### config.mk
export PLATFORM = sky130hd
export DESIGN_NAME = arkhe_decoherence_estimator
export DESIGN_NICKNAME = d
export VERILOG_FILES = /design/src/rtl/arkhe_pkg.sv /design/src/rtl/arkhe_decoh_classifier.sv /design/src/rtl/arkhe_decoherence_estimator.sv
export SDC_FILE = /design/constraint.sdc
export NUM_CORES = 1
export LEC_CHECK = 0
export ABC_CLOCK_PERIOD_IN_PS = 18200
export CORE_MARGIN = 2
export CORE_UTILIZATION = 60
export DETAILED_ROUTE_END_ITERATION = 8
export PLACE_DENSITY = 0.8
export SLEW_MARGIN = 20
export SYNTH_ARGS = -nofsm -noshare
export SYNTH_HDL_FRONTEND = slang
export SYNTH_SLANG_ARGS = --single-unit
### constraint.sdc
create_clock -name clk -period 18.2 [get_ports clk]
set_input_delay 3.64 -clock clk [delete_from_list [all_inputs] [get_ports clk]]
set_output_delay 3.64 -clock clk [all_outputs]
set_load 0.03 [all_outputs]
### src/rtl/arkhe_pkg.sv
// arkhe_pkg: shared types, constants and estimate scaling for the arkhe noise engine and estimator
//   amp_t        18-bit signed amplitude
//   ATTEN_COEF   T1 attenuation coefficient (Q15, just under 1.0)
//   ATTEN_SHIFT  fractional bits of ATTEN_COEF
//   EST_W        width of the threshold-domain estimates
//   est_state_e  estimator FSM states
package arkhe_pkg;
    typedef logic signed [17:0] amp_t;
    localparam amp_t ATTEN_COEF = 18'sh7FFF;
    localparam int ATTEN_SHIFT = 15;
    localparam int EST_W = 16;
    typedef enum logic [1:0] {IDLE, ACCUM, DRAIN, REPORT} est_state_e;
    // Scales a hit count into the threshold domain; a full window (2**EST_W) saturates to all-ones
    function automatic logic [EST_W-1:0] scale_est(input logic [EST_W:0] hits, input int unsigned sh);
        logic [EST_W:0] s;
        s = hits << sh;
        return s[EST_W] ? '1 : s[EST_W-1:0];
    endfunction
endpackage

### src/rtl/arkhe_decoh_classifier.sv
// arkhe_decoh_classifier: 2-stage valid-tagged pipeline classifying (reference, degraded) pairs
//   clk, rst_n       clock, synchronous active-low reset
//   in_accept        a sample pair is consumed this cycle
//   ref_re/ref_im    reference amplitude
//   deg_re/deg_im    degraded amplitude
//   damp_hit         T1 attenuation detected (valid with hit_valid)
//   flip_hit         T2 phase flip detected (valid with hit_valid)
//   hit_valid        stage-2 result valid
//   pipe_busy        stage 1 holds a sample not yet classified
module arkhe_decoh_classifier
    import arkhe_pkg::*;
(
    input  logic clk,
    input  logic rst_n,
    input  logic in_accept,
    input  amp_t ref_re,
    input  amp_t ref_im,
    input  amp_t deg_re,
    input  amp_t deg_im,
    output logic damp_hit,
    output logic flip_hit,
    output logic hit_valid,
    output logic pipe_busy
);
    logic signed [35:0] p_re, p_im;
    amp_t r_re, r_im, d_re, d_im, a_re, a_im;
    logic signed [18:0] di, ri, ai;
    logic v1, damp_c, flip_c;

    assign p_re = 36'(ref_re) * 36'(ATTEN_COEF);
    assign p_im = 36'(ref_im) * 36'(ATTEN_COEF);
    // Widened to 19 bits so negating or taking |x| of the most negative amplitude cannot wrap
    assign di = d_im;
    assign ri = r_im;
    assign ai = a_im;
    assign damp_c = (d_re == a_re && a_re != r_re) ||
                    (((di < 0) ? -di : di) == ((ai < 0) ? -ai : ai) && a_im != r_im);
    assign flip_c = r_im != 0 && (di == -ri || di == -ai);
    assign pipe_busy = v1;

    always_ff @(posedge clk) begin
        if (!rst_n) begin
            v1 <= 1'b0;
            hit_valid <= 1'b0;
            damp_hit <= 1'b0;
            flip_hit <= 1'b0;
        end else begin
            v1 <= in_accept;
            hit_valid <= v1;
            damp_hit <= v1 & damp_c;
            flip_hit <= v1 & flip_c;
        end
        if (in_accept) begin
            r_re <= ref_re;
            r_im <= ref_im;
            d_re <= deg_re;
            d_im <= deg_im;
            a_re <= amp_t'(p_re >>> ATTEN_SHIFT);
            a_im <= amp_t'(p_im >>> ATTEN_SHIFT);
        end
    end
endmodule

### src/rtl/arkhe_decoherence_estimator.sv
// arkhe_decoherence_estimator: windowed T1/T2 hit counter reporting threshold-domain estimates
//   clk, rst_n             clock, synchronous active-low reset
//   start                  begin a window (IDLE only)
//   in_valid / in_ready    sample pair handshake
//   ref_re..deg_im         reference and degraded amplitudes
//   est_valid / est_ready  estimate handshake
//   t1_est, t2_est         damping / dephasing estimates
//   busy                   FSM not idle
module arkhe_decoherence_estimator
    import arkhe_pkg::*;
#(
    parameter int WIN_LOG2 = 4
) (
    input  logic             clk,
    input  logic             rst_n,
    input  logic             start,
    input  logic             in_valid,
    output logic             in_ready,
    input  amp_t             ref_re,
    input  amp_t             ref_im,
    input  amp_t             deg_re,
    input  amp_t             deg_im,
    output logic             est_valid,
    input  logic             est_ready,
    output logic [EST_W-1:0] t1_est,
    output logic [EST_W-1:0] t2_est,
    output logic             busy
);
    localparam int CW = WIN_LOG2 + 1;
    localparam logic [CW-1:0] LAST = CW'((1 << WIN_LOG2) - 1);
    est_state_e state;
    logic [CW-1:0] cnt, hit1, hit2, h1_nxt, h2_nxt;
    logic accept, damp_hit, flip_hit, hit_valid, pipe_busy;

    assign accept = in_valid & in_ready;
    assign h1_nxt = hit1 + CW'(hit_valid & damp_hit);
    assign h2_nxt = hit2 + CW'(hit_valid & flip_hit);

    arkhe_decoh_classifier u_cls (
        .clk(clk), .rst_n(rst_n), .in_accept(accept),
        .ref_re(ref_re), .ref_im(ref_im), .deg_re(deg_re), .deg_im(deg_im),
        .damp_hit(damp_hit), .flip_hit(flip_hit), .hit_valid(hit_valid), .pipe_busy(pipe_busy)
    );

    always_ff @(posedge clk) begin
        if (!rst_n) begin
            state <= IDLE;
            in_ready <= 1'b0;
            est_valid <= 1'b0;
            busy <= 1'b0;
            t1_est <= '0;
            t2_est <= '0;
            cnt <= '0;
            hit1 <= '0;
            hit2 <= '0;
        end else begin
            hit1 <= h1_nxt;
            hit2 <= h2_nxt;
            case (state)
                IDLE: if (start) begin
                    state <= ACCUM;
                    in_ready <= 1'b1;
                    busy <= 1'b1;
                    cnt <= '0;
                    hit1 <= '0;
                    hit2 <= '0;
                end
                ACCUM: if (accept) begin
                    cnt <= cnt + CW'(1);
                    if (cnt == LAST) begin
                        state <= DRAIN;
                        in_ready <= 1'b0;
                    end
                end
                // Stage 1 empty: the final hit sits in stage 2 and is folded in via h*_nxt
                DRAIN: if (!pipe_busy) begin
                    state <= REPORT;
                    est_valid <= 1'b1;
                    t1_est <= scale_est((EST_W+1)'(h1_nxt), EST_W - WIN_LOG2);
                    t2_est <= scale_est((EST_W+1)'(h2_nxt), EST_W - WIN_LOG2);
                end
                REPORT: if (est_ready) begin
                    state <= IDLE;
                    est_valid <= 1'b0;
                    busy <= 1'b0;
                end
            endcase
        end
    end
endmodule

# After elaboration in Yosys (flattened, before gate mapping)
# Index checks and enable logic that the tools add are counted.
[op_classes] add_sub_neg=6 multipliers=2 magnitude_cmp=2 n_eq_ne=15 mux=25 bitwise_logic=6 n_reduce_logical=16
[ops] cell="$mul 18x16->33 const B" n=2
[ops] cell="$neg 18->19" n=3
[ops] cell="$eq 18x19->1" n=2
[ops] cell="$mux 19" n=2
[ops] cell="$lt 18x1->1 const B" n=2
[ops] cell="$ne 18x18->1" n=2
[ops] cell="$mux 16" n=2
[ops] cell="$reduce_bool 32->1" n=1
[ops] cell="$mux 5" n=6
[ops] cell="$eq 19x19->1" n=1
[ops] cell="$eq 18x18->1" n=1
[ops] cell="$add 5x1->5" n=2
[ops] cell="$mux 2" n=5
[ops] cell="$pmux 5 s2" n=1
[ops] cell="$reduce_and 3->1" n=3
[ops] cell="$ne 2x2->1 const B" n=4
[ops] cell="$pmux 2 s4" n=1
[ops] cell="$pmux 1 s2" n=3
[ops] cell="$reduce_bool 2->1" n=3
[ops] cell="$add 5x1->5 const B" n=1
[ops] cell="$and 1x1->1" n=5
[ops] cell="$eq 5x4->1 const B" n=1
[ops] cell="$mux 1" n=5
[ops] cell="$reduce_and 5->1" n=1
[ops] cell="9 further kinds" n=13
[word_totals] register_bits=164 out_inout_bits=35 word_cells=91

# Longest topological paths before layout
# Gate-level depths: netlist of run 1.
[depth] word_depth=6 ltp_mapped=22 depth_no_buf=22

# By module
# Synthesis of run 1 repeated with hierarchy kept, for this count alone.
[hier_totals] cells_unflattened=2141 hier_area_um2=21825.9
[by_module_without_submodules] mod="arkhe_decoh_classifier" n_inst=1 cells_each=1967 area_each_um2=20282.0 seq_area_each_um2=3323.2
[by_module_without_submodules] mod="arkhe_decoherence_estimator" n_inst=1 cells_each=174 area_each_um2=1544.0 seq_area_each_um2=600.6

# Worst setup path before layout of run 1
# No wires, ideal clock.
[synth_path] path_type="input to register" startpoint="in ref_im[17]" endpoint="reg u_cls.a_im[14] (data pin)" setup_time_ns=0.135 arrival_ns=9.430 required_time_ns=18.065 slack_ns=8.635 path_stages=19 path_buffers=2 cell_sequence="buf_1 clkbuf_1 xnor2_1 fa_1 fa_1 fa_1 fa_1 inv_1 fa_1 inv_1 ha_1 a21oi_1 o211ai_1 a22oi_1 a21oi_1 o21a_1 o21a_1 or4b_2 nand3_1"
[synth_via] elab_chain_len=1
[synth_rtl] item="from (decl)" line="arkhe_decoherence_estimator.sv:20" source="input amp_t ref_im,"
[synth_rtl] item="$mul 18x16->33" line="arkhe_decoh_classifier.sv:31" source="assign p_im = 36'(ref_im) * 36'(ATTEN_COEF);"
[synth_rtl] item="named net u_cls.p_im[29]" line="arkhe_decoh_classifier.sv:25" source="logic signed [35:0] p_re, p_im;"
[synth_rtl] item="to (signal assigned)" line="arkhe_decoh_classifier.sv:59" source="a_im <= amp_t'(p_im >>> ATTEN_SHIFT);"
[synth_rtl] item="to (decl)" line="arkhe_decoh_classifier.sv:26" source="amp_t r_re, r_im, d_re, d_im, a_re, a_im;"
# The timed path passes the listed nets, and every way through them passes these cells.
# A chain may end at the register's enable or synchronous reset.

# Final worst setup path of run 1
[layout_path] startpoint="in ref_im[16]" endpoint="reg u_cls.a_im[14] (data pin)"
# Same word-level chain as after synthesis.

==> impl_metrics.csv, run 1 <==
group,metric,value,unit
outcome,outcome,"complete, no violations",
synth,mappedNetlistNets,2787,
finish,design.final.nets,2861,
synth,synth.distinct_cells,73,
clock_tree,worst_skew_pair.late_latency,0.44,ns
detailed_routing,dr_total_vias,14700,
placement,detailed_place_hpwl,42300,um
placement,numPortBuffers,111,
synth,synth_largest_type_area_fraction,32.5,%
worst_setup_path,critPathRequiredTime,18.49,ns
clock_tree,clock_tree.root_cell,"clkbuf_16",
synth,synth_most_common_cell,"inv_1",
synth,synth.yosys.warnings,0,
global_routing,grt_max_degree,75,
synth,gate_count_of_the_mapped_netlist,2107,
timing,slew_viol_final,0,
synth,yosysSeqAreaShare,18.1,%
detailed_routing,dr.pass1.iters,5,
timing,finalWorstPathRequiredPeriod,10.25,ns
clock_tree,postCtsSetupBuffers,0,
synth,synthFlopType,"edfxtp_1",
synth,synthMuxAreaShare,0.536,%
clock_tree,numClockSinks,142,
worst_setup_path,setup.worst_path.start_class,"input pin",
timing,timing_worst_slew_pin_value,0.951,ns
finish,antenna_cells_inserted,0,
timing,hold_violation_total_from_the_final_report,0,
finish,area_growth,9.01,%
timing,rsz0062_at_grt,"no",
clock_tree,ctsHtreeMaxLevel,4,
synth,synthesized_area_per_cell,10.3,sq um
clock_tree,ctsHoldBuffers,0,
timing,final-setup-viol-count,0,
worst_setup_path,critPathCaptureType,"register",
synth,ys_top_cells_by_count,"530 x inv_1, 352 x fa_1, 251 x ha_1, 126 x xor2_1, 109 x xnor2_1",
die,floorplan.initialDensity,61.0,%
detailed_routing,ant_nets,0,
global_routing,grt_antenna_before_repair,1,
timing,max-slew-margin-rel,36.6,%
timing,max_freq,0.0976,GHz
synth,post_synth_fa_ha_maj_area_fraction,47.0,%
detailed_routing,finalWirelength,49700,um
die,chip_width,194,um
die,floorplan.io_pins,112,
synth,synth-seq-cells,142,
global_routing,gr-total-overflow,0,
die,core-area,35600,sq um
synth,synthArstFlopShare,0,%
synth,netlist_area,21700,sq um
detailed_routing,routed_wire_length_per_instance,18.7,um
clock_tree,max-clock-path-buffers,2,
synth,synth.area.top_cells,"fa_1 32%, edfxtp_1 15%, ha_1 14%, inv_1 9.2%, xor2_1 5.1%",
finish,share_of_post_route_cells_with_drive_strength_above_1,3.97,%
synth,compound_gate_fraction_of_synth_area,6.34,%
synth,xor_xnor_portion_of_the_synthesized_cell_area,9.49,%
timing,clock_skew,0.0141,ns
synth,synth.largest_area_cell,"fa_1",
clock_tree,clock_tree_from_tritoncts,"done",
die,chipHeight,194,um
detailed_routing,detail_route.iter0.violations,1047,
detailed_routing,vias_per_cell,5.54,
worst_setup_path,worstPathMaxFanout,15,
worst_setup_path,cp.arrival,10.54,ns
timing,timing.setup.tns,0,ns
global_routing,grt_first_pass_wirelength,80700,um
die,die_area,37700,sq um
die,placement_rows,69,
finish,final.fill_count,2754,
flow_run,maxCapViolations,0,
synth,dominant_combinational_cell_family_by_area_after_synthesis,"adder cells",
synth,synthSimpleGateAreaFrac,7.89,%
placement,place_congestion,0.954,
worst_hold_path,hold_class,"reg -> reg",
timing,min_period_over_period,56.3,%
clock_tree,cts_inserted_buffers,17,
detailed_routing,remaining_drc_errors,0,
global_routing,vias_in_the_first_global_route,15500,
worst_setup_path,criticalPathCategory,"in -> reg",
synth,synth_enable_flop_cells,108,
global_routing,grt_use_total,27.6,%
clock_tree,cts-resized-gates,0,
clock_tree,clkTransAtPathRegs,0.06,ns
routing by layer:
layer	share of wire, %	track usage, %
met5	0.022	0
met4	2.4	7.38
met3	7.1	5.43
met2	47	45.0
met1	43	38.1
critical path, cell delays in order:
cell,delay (ns)
clkdlybuf4s50_1,0.95
inv_1,0.19
ha_1,0.39
xnor2_1,0.49
fa_1,0.52
fa_1,0.50
fa_1,0.50
fa_1,0.49
inv_1,0.05
fa_1,0.48
inv_1,0.04
ha_1,0.33
a21oi_1,0.25
o211ai_1,0.15
a22oi_1,0.27
a21oi_1,0.17
o21a_1,0.25
o21a_1,0.21
or4b_2,0.61
nand3_1,0.09
flip-flops by register name, indices dropped and copies added, names as in the netlist, 2 cells and up:
signal / flops
t1_est: 5
t2_est: 5
hit2: 5
u_cls.r_re: 18
u_cls.a_im: 18
state: 2
u_cls.d_im: 18
u_cls.a_re: 18
u_cls.r_im: 18
cnt: 5
u_cls.d_re: 18
hit1: 5
cell type report:
class | count | area [sq um] | area share, %
clock buffer | 17 | 425 | 1.80
clock inverter | 15 | 151 | 0.640
inverter | 530 | 1990 | 8.41
multi-input combinational | 1376 | 15500 | 65.4
sequential | 142 | 3920 | 16.6
tap | 461 | 577 | 2.44
timing repair buffer | 114 | 1130 | 4.76
through the flow:
stage | setup WS [ns] | cells | utilization, % | cell area (sq um) | hold slack, ns
floorplan | 8.64 | 2107 | - | 21700 | 0.454
global placement | 7.66 | 2623 | 64.9 | 23100 | 0.471
detailed placement | 7.48 | 2623 | 64.9 | 23100 | 0.485
CTS | 7.91 | 2655 | 66.5 | 23600 | 0.500
global route | 7.61 | 2655 | 66.5 | 23700 | 0.527
finish | 7.95 | 2655 | 66.5 | 23700 | 0.496
placed cells by master (no fill, tap or decap), types with 18 or more instances in the layout:
cell             instances
xor2_1                 126
a21o_1                  18
fa_1                   352
nand3_1                 19
edfxtp_1               108
ha_1                   251
nor2_1                  73
nor3_1                  26
nor4_1                  21
or2_2                   28
inv_1                  530
xnor2_1                109
dfxtp_1                 34
o21ai_0                 46
a21oi_1                 49
nand2_1                 57
clkdlybuf4s50_1        109
worst paths after layout:
check | depth (start not counted) | startpoint | slack, ns | endpoint
worst min register to register | 2 | cnt[4]$_SDFFE_PN0P_ | 0.50 | cnt[4]$_SDFFE_PN0P_
worst max register to register | 13 | u_cls.a_im[3]$_DFFE_PP_ | 13.91 | u_cls.flip_hit$_SDFF_PN0_
worst max-delay path | 20 | ref_im[16] | 7.95 | u_cls.a_im[14]$_DFFE_PP_
worst min-delay path | 2 | cnt[4]$_SDFFE_PN0P_ | 0.50 | cnt[4]$_SDFFE_PN0P_
cells by family (layout without fill, tap and decap cells):
logic type	count (synthesis)	after routing
adders and majority gates	603	603
buffers and inverters	589	676
and+or+nand+nor	322	322
xor gates and xnor gates	235	235
AOI/OAI and AO/OA	206	206
DFF	142	142
muxes	10	10
Power of run 1 is not shown: default switching activity piles up to over one toggle a cycle in this logic, so the estimate is an artifact.
==> run 2: changes to the inputs <==
- ABC_CLOCK_PERIOD_IN_PS: 18200 -> 9500
- clock period: 18.2 -> 9.5 ns (I/O delays scaled with it)
==> run 2 against run 1 <==
Core utilization rose by 0.14 points; design area grew 0.22%; wire length increased by 0.87%; final cell count rose by 0.19%; sequential share of layout area hardly changed; non-clock buffer count grew 5; largest cell class unchanged; highest routed layer is now met4.
==> impl_metrics.csv, run 2 (synthesized netlist as in run 1, its figures left out) <==
group,metric,value,unit
outcome,outcome,"complete, no violations",
worst_hold_path,hold_class,"reg -> reg",
die,placement_rows,69,
worst_setup_path,crit_path_end,"u_cls.a_re[8]$_DFFE_PP_",
die,chipHeight,194,um
worst_setup_path,worstRegToRegCells,13,
global_routing,grt_use_total,28.0,%
worst_setup_path,setup.worst_path.start_class,"input pin",
worst_setup_path,rr_endpoint,"u_cls.flip_hit$_SDFF_PN0_",
finish,share_of_post_route_cells_with_drive_strength_above_1,4.09,%
worst_setup_path,criticalPathCategory,"in -> reg",
worst_setup_path,critPathCaptureType,"register",
global_routing,grt_antenna_before_repair,0,
timing,hold_violation_total_from_the_final_report,0,
global_routing,vias_in_the_first_global_route,15500,
die,chip_width,194,um
clock_tree,ctsHoldBuffers,0,
worst_setup_path,cp.buffers_inverters,7,
placement,detailed_place_hpwl,42900,um
detailed_routing,dr.pass1.iters,5,
clock_tree,clock_tree_from_tritoncts,"done",
die,core-area,35600,sq um
clock_tree,numClockSinks,142,
worst_setup_path,r2r-start,"u_cls.a_im[3]$_DFFE_PP_",
worst_setup_path,cp.arrival,8.61,ns
finish,postLayoutCoreUtil,66.6,%
detailed_routing,detail_route.iter0.violations,1075,
worst_setup_path,cpLargestDelayFamily,"adder cells",
detailed_routing,dr_total_vias,14600,
clock_tree,postCtsSetupBuffers,0,
die,floorplan.initialDensity,61.0,%
worst_setup_path,worstPathMaxFanout,6,
timing,timing.setup.tns,0,ns
worst_setup_path,critPathRequiredTime,9.72,ns
clock_tree,clock_tree.root_cell,"clkbuf_16",
clock_tree,cts_inserted_buffers,17,
global_routing,gr-total-overflow,0,
placement,place_congestion,1.00,
timing,clock_skew,0.00809,ns
timing,finalWorstPathRequiredPeriod,8.39,ns
finish,final_cell_mix,"530 x inv_1, 352 x fa_1, 251 x ha_1",
worst_setup_path,critical_path.startpoint,"ref_re[4]",
timing,max_freq,0.119,GHz
clock_tree,ctsHtreeMaxLevel,4,
detailed_routing,routed_wire_length_per_instance,18.8,um
detailed_routing,remaining_drc_errors,0,
die,floorplan.io_pins,112,
worst_setup_path,cpPeakStageDelay,0.72,ns
worst_setup_path,reg2reg_slack,5.42,ns
die,die_area,37700,sq um
detailed_routing,finalWirelength,50100,um
clock_tree,worst_skew_pair.late_latency,0.45,ns
timing,min_period_over_period,88.3,%
timing,final-setup-viol-count,0,
timing,rsz0062_at_grt,"no",
global_routing,grt_max_degree,66,
finish,design.final.nets,2866,
global_routing,grt_first_pass_wirelength,81500,um
flow_run,maxCapViolations,0,
worst_setup_path,worstSetupPathDepth,22,
detailed_routing,vias_per_cell,5.48,
clock_tree,max-clock-path-buffers,2,
timing,slew_viol_final,0,
finish,mostFrequentLayoutCell,"inv_1",
detailed_routing,ant_nets,0,
timing,timing_worst_slew_pin_value,0.950,ns
worst_setup_path,worstPathCellList,"clkdlybuf4s50_1 > inv_1 > fa_1 > fa_1 > inv_1 > fa_1 > inv_1 > fa_1 > inv_1 > fa_1 > inv_1 > fa_1 > inv_1 > ha_1 > a21oi_1 > o21ai_0 > and2_1 > o31ai_1 > a21boi_0 > o21ai_0 > nand2_1 > o311ai_0",
clock_tree,cts-resized-gates,0,
finish,area_growth,9.25,%
placement,numPortBuffers,111,
clock_tree,clkTransAtPathRegs,0.07,ns
timing,max-slew-margin-rel,36.7,%
worst_setup_path,crit_slowest_cell,"clkdlybuf4s50_1",
finish,antenna_cells_inserted,0,
-- run 2: cell types whose count changed in the layout (fill, tap and decap cells not counted), sizes merged --
cell / before / now
buf: 5 / 10
clkinv: 4 / 5
inv: 538 / 534
clkinvlp: 2 / 0
clkbuf: 17 / 22
-- run 2: layout make-up --
| type | count | area (sq um) |
|---|---|---|
| Fill cell | 2767 | 11900 |
| Inverter | 530 | 1990 |
| Tap cell | 461 | 577 |
| Clock inverter | 10 | 98.8 |
| Sequential cell | 142 | 3920 |
| Timing Repair Buffer | 119 | 1160 |
| Clock buffer | 22 | 498 |
| Multi-Input combinational cell | 1376 | 15500 |
-- run 2: worst min path at each step --
stage	startpoint	depth (start not counted)	endpoint	slack, ns
after floorplan	cnt[4]$_SDFFE_PN0P_	2	cnt[4]$_SDFFE_PN0P_	0.45
after global placement	busy$_SDFFE_PN0P_	2	busy$_SDFFE_PN0P_	0.47
after detailed placement	busy$_SDFFE_PN0P_	2	busy$_SDFFE_PN0P_	0.47
after CTS	busy$_SDFFE_PN0P_	2	busy$_SDFFE_PN0P_	0.48
after global routing	busy$_SDFFE_PN0P_	2	busy$_SDFFE_PN0P_	0.52
final	busy$_SDFFE_PN0P_	2	busy$_SDFFE_PN0P_	0.47
-- run 2: layer usage --
layer,global-route usage (%),routed length (um)
met1,38.5,21900
met2,45.1,23600
met3,5.37,3150
met4,8.70,1490
met5,0,0
-- run 2: metrics by stage --
step	cell area, sq um	instances	hold WS (ns)	setup WS, ns
2_1_floorplan	21700	2107	0.454	1.68
3_3_place_gp	23100	2628	0.470	0.867
3_5_place_dp	23100	2628	0.469	0.768
4_1_cts	23700	2660	0.481	1.24
5_1_grt	23700	2660	0.523	0.771
6_report	23700	2660	0.473	1.11
-- run 2: worst min-delay path: stages (launching register included) --
cell and delay [ns]:
dfxtp_1 0.32, nand2_1 0.05, a21oi_1 0.05
Power of run 2 is left out for the same reason.
==> run 3: changes to the inputs <==
- CTS_CLUSTER_SIZE: unset -> 12
- GPL_ROUTABILITY_DRIVEN: unset -> 0
- SETUP_SLACK_MARGIN: unset -> 0.02
==> run 3 against run 2 <==
Via count grew 1.2%; sequential share of layout area hardly changed; critical endpoint is now u_cls.a_im[17]$_DFFE_PP_; clock-buffer cell count increased by 2.
==> impl_metrics.csv, run 3 (synthesized netlist as in run 1, its figures left out) <==
group,metric,value,unit
detailed_routing,dr.pass1.iters,5,
finish,mostFrequentLayoutCell,"inv_1",
timing,final-setup-viol-count,0,
detailed_routing,remaining_drc_errors,0,
timing,max_freq,0.118,GHz
timing,clock_skew,0.0114,ns
finish,share_of_post_route_cells_with_drive_strength_above_1,4.05,%
detailed_routing,finalWirelength,49300,um
worst_setup_path,reg2reg_slack,5.49,ns
timing,hold_violation_total_from_the_final_report,0,
detailed_routing,dr_wl_met2,24100,um
clock_tree,ctsHtreeMaxLevel,4,
placement,numPortBuffers,111,
worst_setup_path,crit_slowest_cell,"a2111oi_0",
clock_tree,clock_tree.root_cell,"clkbuf_16",
timing,timing.setup.tns,0,ns
die,chip_width,194,um
timing,finalWorstPathRequiredPeriod,8.46,ns
worst_setup_path,crit_path_frequent_cell,"inv_1",
finish,final_cell_mix,"530 x inv_1, 352 x fa_1, 251 x ha_1",
placement,detailed_place_hpwl,42000,um
die,floorplan.initialDensity,61.0,%
timing,slew_viol_final,0,
clock_tree,cts-resized-gates,0,
worst_setup_path,cpLargestDelayFamily,"adder cells",
die,placement_rows,69,
detailed_routing,m1WireLength,20000,um
global_routing,grt_use_total,27.3,%
global_routing,grt_max_degree,76,
global_routing,grt_antenna_before_repair,3,
die,floorplan.io_pins,112,
timing,timing_worst_slew_pin_value,0.965,ns
detailed_routing,route.met3.wl,3080,um
timing,rsz0062_at_grt,"no",
worst_setup_path,cpPeakStageDelay,0.75,ns
worst_setup_path,cp.arrival,8.66,ns
timing,min_period_over_period,89.0,%
finish,design.final.nets,2865,
worst_setup_path,worstPathCellList,"clkdlybuf4s50_1 > inv_1 > fa_1 > fa_1 > inv_1 > ha_1 > inv_1 > fa_1 > inv_1 > fa_1 > inv_1 > fa_1 > inv_1 > ha_1 > nand2_1 > a2111oi_0 > o21ai_0 > a21oi_1 > o21ai_0 > a21boi_0 > nor4_1 > a311o_1",
worst_setup_path,worstRegToRegCells,13,
worst_setup_path,setup.worst_path.start_class,"input pin",
die,core-area,35600,sq um
finish,area_growth,9.35,%
clock_tree,clock_tree_from_tritoncts,"done",
detailed_routing,dr_total_vias,14800,
worst_setup_path,cp.buffers_inverters,7,
global_routing,vias_in_the_first_global_route,15800,
detailed_routing,detail_route.iter0.violations,846,
worst_setup_path,r2r-start,"u_cls.a_im[3]$_DFFE_PP_",
flow_run,maxCapViolations,0,
detailed_routing,ant_nets,0,
detailed_routing,vias_per_cell,5.55,
global_routing,grt_first_pass_wirelength,80200,um
clock_tree,worst_skew_pair.late_latency,0.45,ns
clock_tree,clkTransAtPathRegs,0.07,ns
die,chipHeight,194,um
global_routing,gr-total-overflow,0,
worst_setup_path,rr_endpoint,"u_cls.flip_hit$_SDFF_PN0_",
worst_setup_path,critPathCaptureType,"register",
outcome,outcome,"complete, no violations",
worst_setup_path,criticalPathCategory,"in -> reg",
clock_tree,max-clock-path-buffers,2,
worst_setup_path,worstPathMaxFanout,5,
detailed_routing,highest_layer,"met4",
timing,max-slew-margin-rel,35.6,%
clock_tree,postCtsSetupBuffers,0,
worst_setup_path,crit_path_end,"u_cls.a_im[17]$_DFFE_PP_",
clock_tree,numClockSinks,142,
worst_hold_path,hold_class,"reg -> reg",
clock_tree,cts_inserted_buffers,17,
clock_tree,ctsHoldBuffers,0,
worst_setup_path,critical_path.startpoint,"ref_im[5]",
detailed_routing,routed_wire_length_per_instance,18.5,um
worst_setup_path,critPathRequiredTime,9.70,ns
worst_setup_path,worstSetupPathDepth,22,
die,die_area,37700,sq um
[run 3: per-layer routing]
layer	track usage (%)	up-vias
li1	-	6761
met1	35.2	7380
met2	45.8	511
met3	5.27	111
met4	10.7	0
met5	0	-
[run 3: final cells by class]
cell class              count  area (sq um)
multi-input cells        1376         15500
fillers                  2655         11800
well taps                 461           577
inverters                 530          1990
flip-flops and latches    142          3920
diodes                      3          7.51
repair buffers            118          1160
clock inverters             8          62.6
clock buffers              24           557
[run 3: worst register-to-register path: stages (launching register included)]
cell	delay, ns
edfxtp_1	0.58
or4_4	0.66
nor3_4	0.29
nand2_2	0.12
or3_4	0.40
nor3_1	0.18
ha_1	0.27
nor2_1	0.12
a21oi_1	0.09
nor4_1	0.38
o21ai_0	0.15
nand4b_1	0.19
a311o_1	0.34
o31ai_1	0.11
[run 3: worst min-delay path by stage]
stage / start / endpoint / slack (ns) / cells after the start
3_5_place_dp: busy$_SDFFE_PN0P_ / busy$_SDFFE_PN0P_ / 0.49 / 2
5_1_grt: busy$_SDFFE_PN0P_ / busy$_SDFFE_PN0P_ / 0.53 / 2
4_1_cts: busy$_SDFFE_PN0P_ / busy$_SDFFE_PN0P_ / 0.51 / 2
2_1_floorplan: cnt[4]$_SDFFE_PN0P_ / cnt[4]$_SDFFE_PN0P_ / 0.45 / 2
3_3_place_gp: cnt[4]$_SDFFE_PN0P_ / cnt[4]$_SDFFE_PN0P_ / 0.47 / 2
6_report: busy$_SDFFE_PN0P_ / busy$_SDFFE_PN0P_ / 0.50 / 2
[run 3: metrics by stage]
step / setup slack [ns] / utilization (%) / instances / cell area [sq um] / hold WS (ns)
floorplan: 1.68 / - / 2107 / 21700 / 0.454
global placement: 0.881 / 64.9 / 2627 / 23100 / 0.473
detailed placement: 0.715 / 64.9 / 2627 / 23100 / 0.493
CTS: 1.17 / 66.7 / 2659 / 23700 / 0.511
global route: 0.744 / 66.7 / 2662 / 23700 / 0.535
finish: 1.04 / 66.7 / 2662 / 23700 / 0.500
Power of run 3 is left out for the same reason.
